--- config.mk ---
export PLATFORM = sky130hd
export DESIGN_NAME = uart_rx_parity
export DESIGN_NICKNAME = d
export VERILOG_FILES = /design/src/rtl/uart_rx_parity.sv
export SDC_FILE = /design/constraint.sdc
export NUM_CORES = 1
export LEC_CHECK = 0
export ABC_CLOCK_PERIOD_IN_PS = 2490
export CORE_MARGIN = 5
export CORE_UTILIZATION = 52
export CTS_CLUSTER_DIAMETER = 200
export DETAILED_ROUTE_END_ITERATION = 10
export PLACE_DENSITY = 0.86
export RECOVER_POWER = 25
export SYNTH_ARGS = -nofsm -noshare
export SYNTH_HDL_FRONTEND = slang
export SYNTH_SLANG_ARGS = --single-unit
--- constraint.sdc ---
create_clock -name i_sys_clk -period 2.49 [get_ports i_sys_clk]
set_input_delay 0.747 -clock i_sys_clk [delete_from_list [all_inputs] [get_ports i_sys_clk]]
set_output_delay 0.747 -clock i_sys_clk [all_outputs]
set_load 0.1 [all_outputs]
--- src/rtl/uart_rx_parity.sv ---
// UART receive path: 16x oversampled start/data/parity/stop deframer with error flags.
// Optional parity bit support is compiled in with `define UART_RX_PARITY_EN.
module uart_rx_parity #(
  parameter int unsigned data_length = 8
) (
  input  logic                   i_sys_clk,
  input  logic                   i_sys_rst_n,
  input  logic                   i_baud_tick,
  input  logic                   i_rxd,
  input  logic                   i_parity_type,
  output logic [data_length-1:0] o_data,
  output logic                   o_valid,
  output logic                   o_parity_err,
  output logic                   o_frame_err,
  output logic                   o_busy
);

  // state  | meaning
  // IDLE   | line idle, watching for a falling edge every clock
  // START  | confirming the start bit at its mid-point (cnt == 7)
  // DATA   | sampling data bits LSB first every 16 ticks
  // PARITY | sampling the parity bit (only with UART_RX_PARITY_EN)
  // STOP   | sampling the stop bit, then reporting the frame
  typedef enum logic [2:0] {
    ST_IDLE,
    ST_START,
    ST_DATA,
`ifdef UART_RX_PARITY_EN
    ST_PARITY,
`endif
    ST_STOP
  } state_t;

  localparam logic [3:0] LAST_BIT = 4'(data_length - 1);

  state_t                 state, state_nxt;
  logic                   rxd_meta, rxd_sync, rxd_prev;
  logic                   fall_edge;
  logic [3:0]             cnt;
  logic [3:0]             bit_idx;
  logic [data_length-1:0] shift_reg;
  logic                   cnt_clr, start_ok, shift_en, stop_en;
  logic                   mid_tick, end_tick;

  assign fall_edge = rxd_prev & ~rxd_sync;
  assign mid_tick  = i_baud_tick && (cnt == 4'd7);
  assign end_tick  = i_baud_tick && (cnt == 4'd15);
  assign o_busy    = (state != ST_IDLE);

  // Synchronizer and edge-detect history all reset to the idle (high) line level.
  always_ff @(posedge i_sys_clk) begin
    if (!i_sys_rst_n) begin
      rxd_meta <= 1'b1;
      rxd_sync <= 1'b1;
      rxd_prev <= 1'b1;
    end else begin
      rxd_meta <= i_rxd;
      rxd_sync <= rxd_meta;
      rxd_prev <= rxd_sync;
    end
  end

  always_ff @(posedge i_sys_clk) begin
    if (!i_sys_rst_n) begin
      state <= ST_IDLE;
    end else begin
      state <= state_nxt;
    end
  end

`ifdef UART_RX_PARITY_EN
  logic par_en;
`endif

  always_comb begin
    state_nxt = state;
    cnt_clr   = 1'b0;
    start_ok  = 1'b0;
    shift_en  = 1'b0;
    stop_en   = 1'b0;
`ifdef UART_RX_PARITY_EN
    par_en    = 1'b0;
`endif
    unique case (state)
      ST_IDLE: begin
        if (fall_edge) begin
          cnt_clr   = 1'b1;
          state_nxt = ST_START;
        end
      end
      ST_START: begin
        if (mid_tick) begin
          if (rxd_sync) begin
            state_nxt = ST_IDLE;
          end else begin
            cnt_clr   = 1'b1;
            start_ok  = 1'b1;
            state_nxt = ST_DATA;
          end
        end
      end
      ST_DATA: begin
        if (end_tick) begin
          shift_en = 1'b1;
          cnt_clr  = 1'b1;
          if (bit_idx == LAST_BIT) begin
`ifdef UART_RX_PARITY_EN
            state_nxt = ST_PARITY;
`else
            state_nxt = ST_STOP;
`endif
          end
        end
      end
`ifdef UART_RX_PARITY_EN
      ST_PARITY: begin
        if (end_tick) begin
          par_en    = 1'b1;
          cnt_clr   = 1'b1;
          state_nxt = ST_STOP;
        end
      end
`endif
      ST_STOP: begin
        if (end_tick) begin
          stop_en   = 1'b1;
          state_nxt = ST_IDLE;
        end
      end
      default: state_nxt = ST_IDLE;
    endcase
  end

  always_ff @(posedge i_sys_clk) begin
    if (!i_sys_rst_n) begin
      cnt <= 4'd0;
    end else if (cnt_clr) begin
      cnt <= 4'd0;
    end else if (i_baud_tick) begin
      cnt <= cnt + 4'd1;
    end
  end

  // Shifting in from the top leaves the first received bit in the LSB after data_length shifts.
  always_ff @(posedge i_sys_clk) begin
    if (!i_sys_rst_n) begin
      bit_idx   <= 4'd0;
      shift_reg <= '0;
    end else begin
      if (start_ok) begin
        bit_idx <= 4'd0;
      end else if (shift_en) begin
        bit_idx <= bit_idx + 4'd1;
      end
      if (shift_en) begin
        shift_reg <= {rxd_sync, shift_reg[data_length-1:1]};
      end
    end
  end

  always_ff @(posedge i_sys_clk) begin
    if (!i_sys_rst_n) begin
      o_valid     <= 1'b0;
      o_data      <= '0;
      o_frame_err <= 1'b0;
    end else begin
      o_valid <= stop_en;
      if (stop_en) begin
        o_data      <= shift_reg;
        o_frame_err <= ~rxd_sync;
      end
    end
  end

`ifdef UART_RX_PARITY_EN
  // Parity type is captured at start-bit confirmation so mid-frame changes cannot leak in.
  logic ptype_q;
  logic par_err_q;

  always_ff @(posedge i_sys_clk) begin
    if (!i_sys_rst_n) begin
      ptype_q      <= 1'b0;
      par_err_q    <= 1'b0;
      o_parity_err <= 1'b0;
    end else begin
      if (start_ok) begin
        ptype_q <= i_parity_type;
      end
      if (par_en) begin
        par_err_q <= (^shift_reg) ^ rxd_sync ^ ptype_q;
      end
      if (stop_en) begin
        o_parity_err <= par_err_q;
      end
    end
  end
`else
  logic unused_parity_type;
  assign unused_parity_type = i_parity_type;
  assign o_parity_err       = 1'b0;
`endif

endmodule

# == After elaboration in Yosys (flattened, before gate mapping) ==
# Cells that the tools add are included.
# op_classes
addsub,2
n_eq_ne,11
n_mux,15
bitwise,3
n_reduce_logical,7
# ops
op,count
3-bit 2-to-1 mux,5
3-bit case mux with 4 select lines,1
"2-bit inequality test, second input constant",5
"4-bit by 1-bit adder with 4-bit output, second input constant",2
"4-bit by 3-bit == test with 1-bit output, second input constant",2
1-bit 2-to-1 mux,7
"3-bit by 2-bit == test with 1-bit output, second input constant",2
5-bit AND reduction,1
"4-bit == test, second input constant",1
2-bit OR reduction,2
"3-bit by 1-bit == test with 1-bit output, second input constant",1
3-bit logical NOT,1
1-bit case mux with 3 select lines,1
3-bit nonzero test,1
1-bit logical AND,2
2-bit 2-to-1 mux,1
1-bit inverter,2
1-bit bitwise AND,1
# word_totals
ff_bits,32
inputBits,5
out_inout_bits,12
elab_cells,48

# == Longest topological paths before layout ==
# logic_depth
depth_word,5
ltp_mapped,6

# == Least setup slack after synthesis ==
# OpenSTA, ideal clock, no wires.
# synth_timing
path_kind,input to register
start,input i_baud_tick
end,register bit_idx[3]
setup_ns,0.070
arrival_ns,1.898
required_time_ns,2.420
path_slack_ns,0.522
stages,5
n_path_buf,1
cell_sequence,buf_2 nand3_1 or3_1 or4_1 a21oi_1
# synth_between
elab_chain_len,4
# synth_lines
item,line_no,rtl
from (decl),8,"input logic i_baud_tick,"
1-bit logical AND,46,assign mid_tick = i_baud_tick && (cnt == 4'd7);
1-bit 2-to-1 mux,92,if (mid_tick) begin
1-bit 2-to-1 mux,84,unique case (state)
2-bit OR reduction (no source line),--,
to (signal assigned),153,bit_idx <= bit_idx + 4'd1;
to (decl),40,logic [3:0] bit_idx;
# Several ways; a longest one is shown, not always the timed one.
# A chain may end at the register's enable or synchronous reset.

# == Worst setup path in the final report ==
# layout_timing
start,input i_sys_rst_n
end,register bit_idx[2]
# layout_between
elab_chain_len,2
# layout_lines
item,line_no,rtl
from (decl),7,"input logic i_sys_rst_n,"
1-bit inverter (no source line),--,
2-bit OR reduction (no source line),--,
# No other way between the ends.

==> impl_results.md <==
- Status: complete, no violations
- Crit path DAT: 2.37 ns
- Number of synthesized flops with an enable pin: 0
- Slew @ Worst Pin: roughly 0.62 ns
- Syn Area/Cell: 8.61 um^2
- Total Die Area: 0.00346 mm^2
- R2R Path Start: cnt[0]$_SDFFE_PP0P_
- Die Ht: 58.8 um
- RSZ-0062 raised after global routing: no
- WHS Endpoint: rxd_sync$_SDFF_PN1_
- Final setup vio count: 0
- Clk slew on worst S/H paths: 0.09 ns
- Area after DPL: 0.00140 mm^2
- Main synth FF type: dfxtp_1
- Cts repair resizes: 0
- Max-slew violation count: 0
- Post-synthesis sequential area ratio: 50.1%
- Xor/xnor share of the synthesized area: ~3.5%
- Largest family of logic cells by synthesized area: simple AND/OR/NAND/NOR gates
- Fillers: slightly above 200
- Cell Area, Synth: 0.00124 mm^2
- Post-synth top area cell: dfxtp_1
- Root buf cell: clkbuf_4
- Kind of critical path: in -> reg
- Post-Synth Simple-Gate Area: 24.5%
- Final Critical Period: 2.10 ns
- CTS HTree Levels: 2
- Vias: 1007
- Final WL: between 2000 and 2500 um
- GRT overflow: 0
- Final hold viol count: 0
- I/O Pins: 17
- Overall Global Routing Usage: 15.3%
- Setup TNS: 0 ns
- Area growth, synth to finish: 16.0%
- Skew final: 0.00548 ns
- Fmax: between 0.4 and 0.5 GHz
- First-pass GRT wire length: 3970 um
- Core ar.: 0.00225 mm^2
- Worst-path fanout max: 18
- Synth warn: 0
- Port bufs: 14
- Starting density of the core: 55.0%
- #FFs+latches synth: 31
- WHS Path Cells: 1
- Post-synthesis adder-cell area fraction: 2.02%
- Number of clock sinks: 31
- Inserted Diodes: 0
- Worst slew margin: 58.5%
- Area of the multi-input gates: 573 um^2
- Worst setup SP type: input port
- Leakage: between 0.5 and 0.6 nW
- Layout cell share with drive strength beyond 1: 16.5%
- Leading cell type in the layout, fill and taps excluded: nand2_1
- DRC Markers: 0
- GP Congestion: 0.873
- CP required: between 2 and 3 ns
- Final Cell Area: roughly 0.0014 mm^2
- HPWL Detailed: 1760 um
- Worst hold path type: reg -> reg
- CTS Buf Count: 5
- Nets: 171
- CTS tree: yes
- First DRT Iteration DRCs: 17
- Vias/cell: roughly 5.2
- Compound-Gate Fraction of Synth Area: 15.0%
- Pwr dens: just under 600 mW/mm^2
- # Post-CTS Setup Buffers: 0
- Fin crit share: 84.4%
- Syn Nets: 151
- Cells taking the most area after synthesis: dfxtp_1 50%, nand2_1 11%, a21boi_0 9.7%
- Antenna violations before repair: 0
- Wire length per cell: 11.9 um
- Multiplexer share of the synthesized area: 0.807%
- Count of different cell masters after synthesis: 30
- Area share of the largest cell type after synthesis: 50.1%
- Buffer depth of the longest clock path: 2
- Critical path endpoint category: flop
- Die W: 58.8 um
- Vias in the first global route: 929
- Largest net degree at the start of global routing: 19
- FF-to-FF End: bit_idx[3]$_SDFFE_PP0N_
- Latest clock arrival within the worst-skew pair: 0.33 ns
- Commonest non-fill, non-tap cells in the layout: 37 x nand2_1, 31 x dfxtp_1, 16 x a21boi_0
- FF-to-FF setup slack: just over 0.7 ns
- Peak supply drop: 0.357 mV
- DRT Pass-1 Iters: 4
- Max-cap viol count: 0
- Register area: 621 um^2
- Post-synthesis cell count: ~140
- Post-CTS Hold Fix Bufs: 0
- Row count: 17
- Async SR Flop Fraction: 0%
- R2R depth: 5
- Hold path startpoint: rxd_meta$_SDFF_PN1_
- Final antenna-violating net count: 0
-- metrics by stage --
| stage | hold slack [ns] | setup slack, ns | cells | util, % | total power [mW] |
|---|---|---|---|---|---|
| after floorplan | 0.386 | 0.522 | 144 | - | 0.553 |
| after global placement | 0.390 | 0.129 | 185 | 62.2 | 0.563 |
| after detailed placement | 0.406 | 0.123 | 185 | 62.2 | 0.565 |
| after CTS | 0.428 | 0.462 | 192 | 64.7 | 0.859 |
| after global routing | 0.459 | 0.197 | 192 | 63.8 | 0.885 |
| final | 0.427 | 0.388 | 192 | 63.8 | 0.847 |
-- logic make-up (layout without fill, tap and decap cells) --
kind of cell,Yosys count,after routing
compound gates,26,26
xor+xnor,5,5
fa+ha+maj,2,2
buf+inv,11,31
flops,31,31
mux,1,1
other cells,1,1
simple gates,67,67
-- metal layers --
layer | up-vias | global-route usage (%) | share of wire [%]
met5 | - | 0 | 0
met4 | 0 | 8.09 | 2.1
met3 | 6 | 6.58 | 5.0
met2 | 21 | 23.7 | 48
met1 | 464 | 17.8 | 45
li1 | 516 | - | -
-- critical path, stage by stage --
cell and delay, ns:
dlygate4sd3_1 0.69, clkbuf_1 0.53, nand2b_1 0.23, nor2_1 0.17
-- how the worst max path moves through the flow --
| stage | startpoint | end | slack (ns) | cells after the start |
|---|---|---|---|---|
| 2_1_floorplan | i_baud_tick | bit_idx[3]$_SDFFE_PP0N_ | 0.52 | 5 |
| 3_3_place_gp | i_baud_tick | bit_idx[3]$_SDFFE_PP0N_ | 0.13 | 5 |
| 3_5_place_dp | i_baud_tick | bit_idx[3]$_SDFFE_PP0N_ | 0.12 | 5 |
| 4_1_cts | state[1]$_SDFFE_PN0P_ | o_busy | 0.46 | 2 |
| 5_1_grt | i_sys_rst_n | bit_idx[3]$_SDFFE_PP0N_ | 0.20 | 4 |
| 6_report | i_sys_rst_n | bit_idx[2]$_SDFFE_PP0N_ | 0.39 | 4 |
-- where the power goes --
group          total (mW)  leakage [nW]  switching [mW]  internal (mW)
Clock               0.294        0.0341           0.164          0.131
Sequential          0.507         0.251         0.00558          0.501
Combinational      0.0457         0.245          0.0277         0.0180
Total               0.847         0.529           0.197          0.650
-- synthesized netlist by cell type, drive strengths merged (2+ instances only) --
cell type and number:
nand2b 5, inv 4, o21ai 4, ha 2, buf 2, dfxtp 31
a21boi 16, nor3 2, clkbuf 5, nand4 3, nor2 8, xnor2 4
a21oi 2, or2 2, or3 2, nor4 2, and2 2, nand2 38
-- layout make-up --
class	instances	share of cell area, %
well taps	28	2.43
repair buffers	20	9.65
flip-flops and latches	31	43.1
inverters	4	1.04
clock buffers	6	3.57
multi-input cells	102	39.8
clock inverters	1	0.348
No activity file was read; power rests on OpenSTA's default activity.
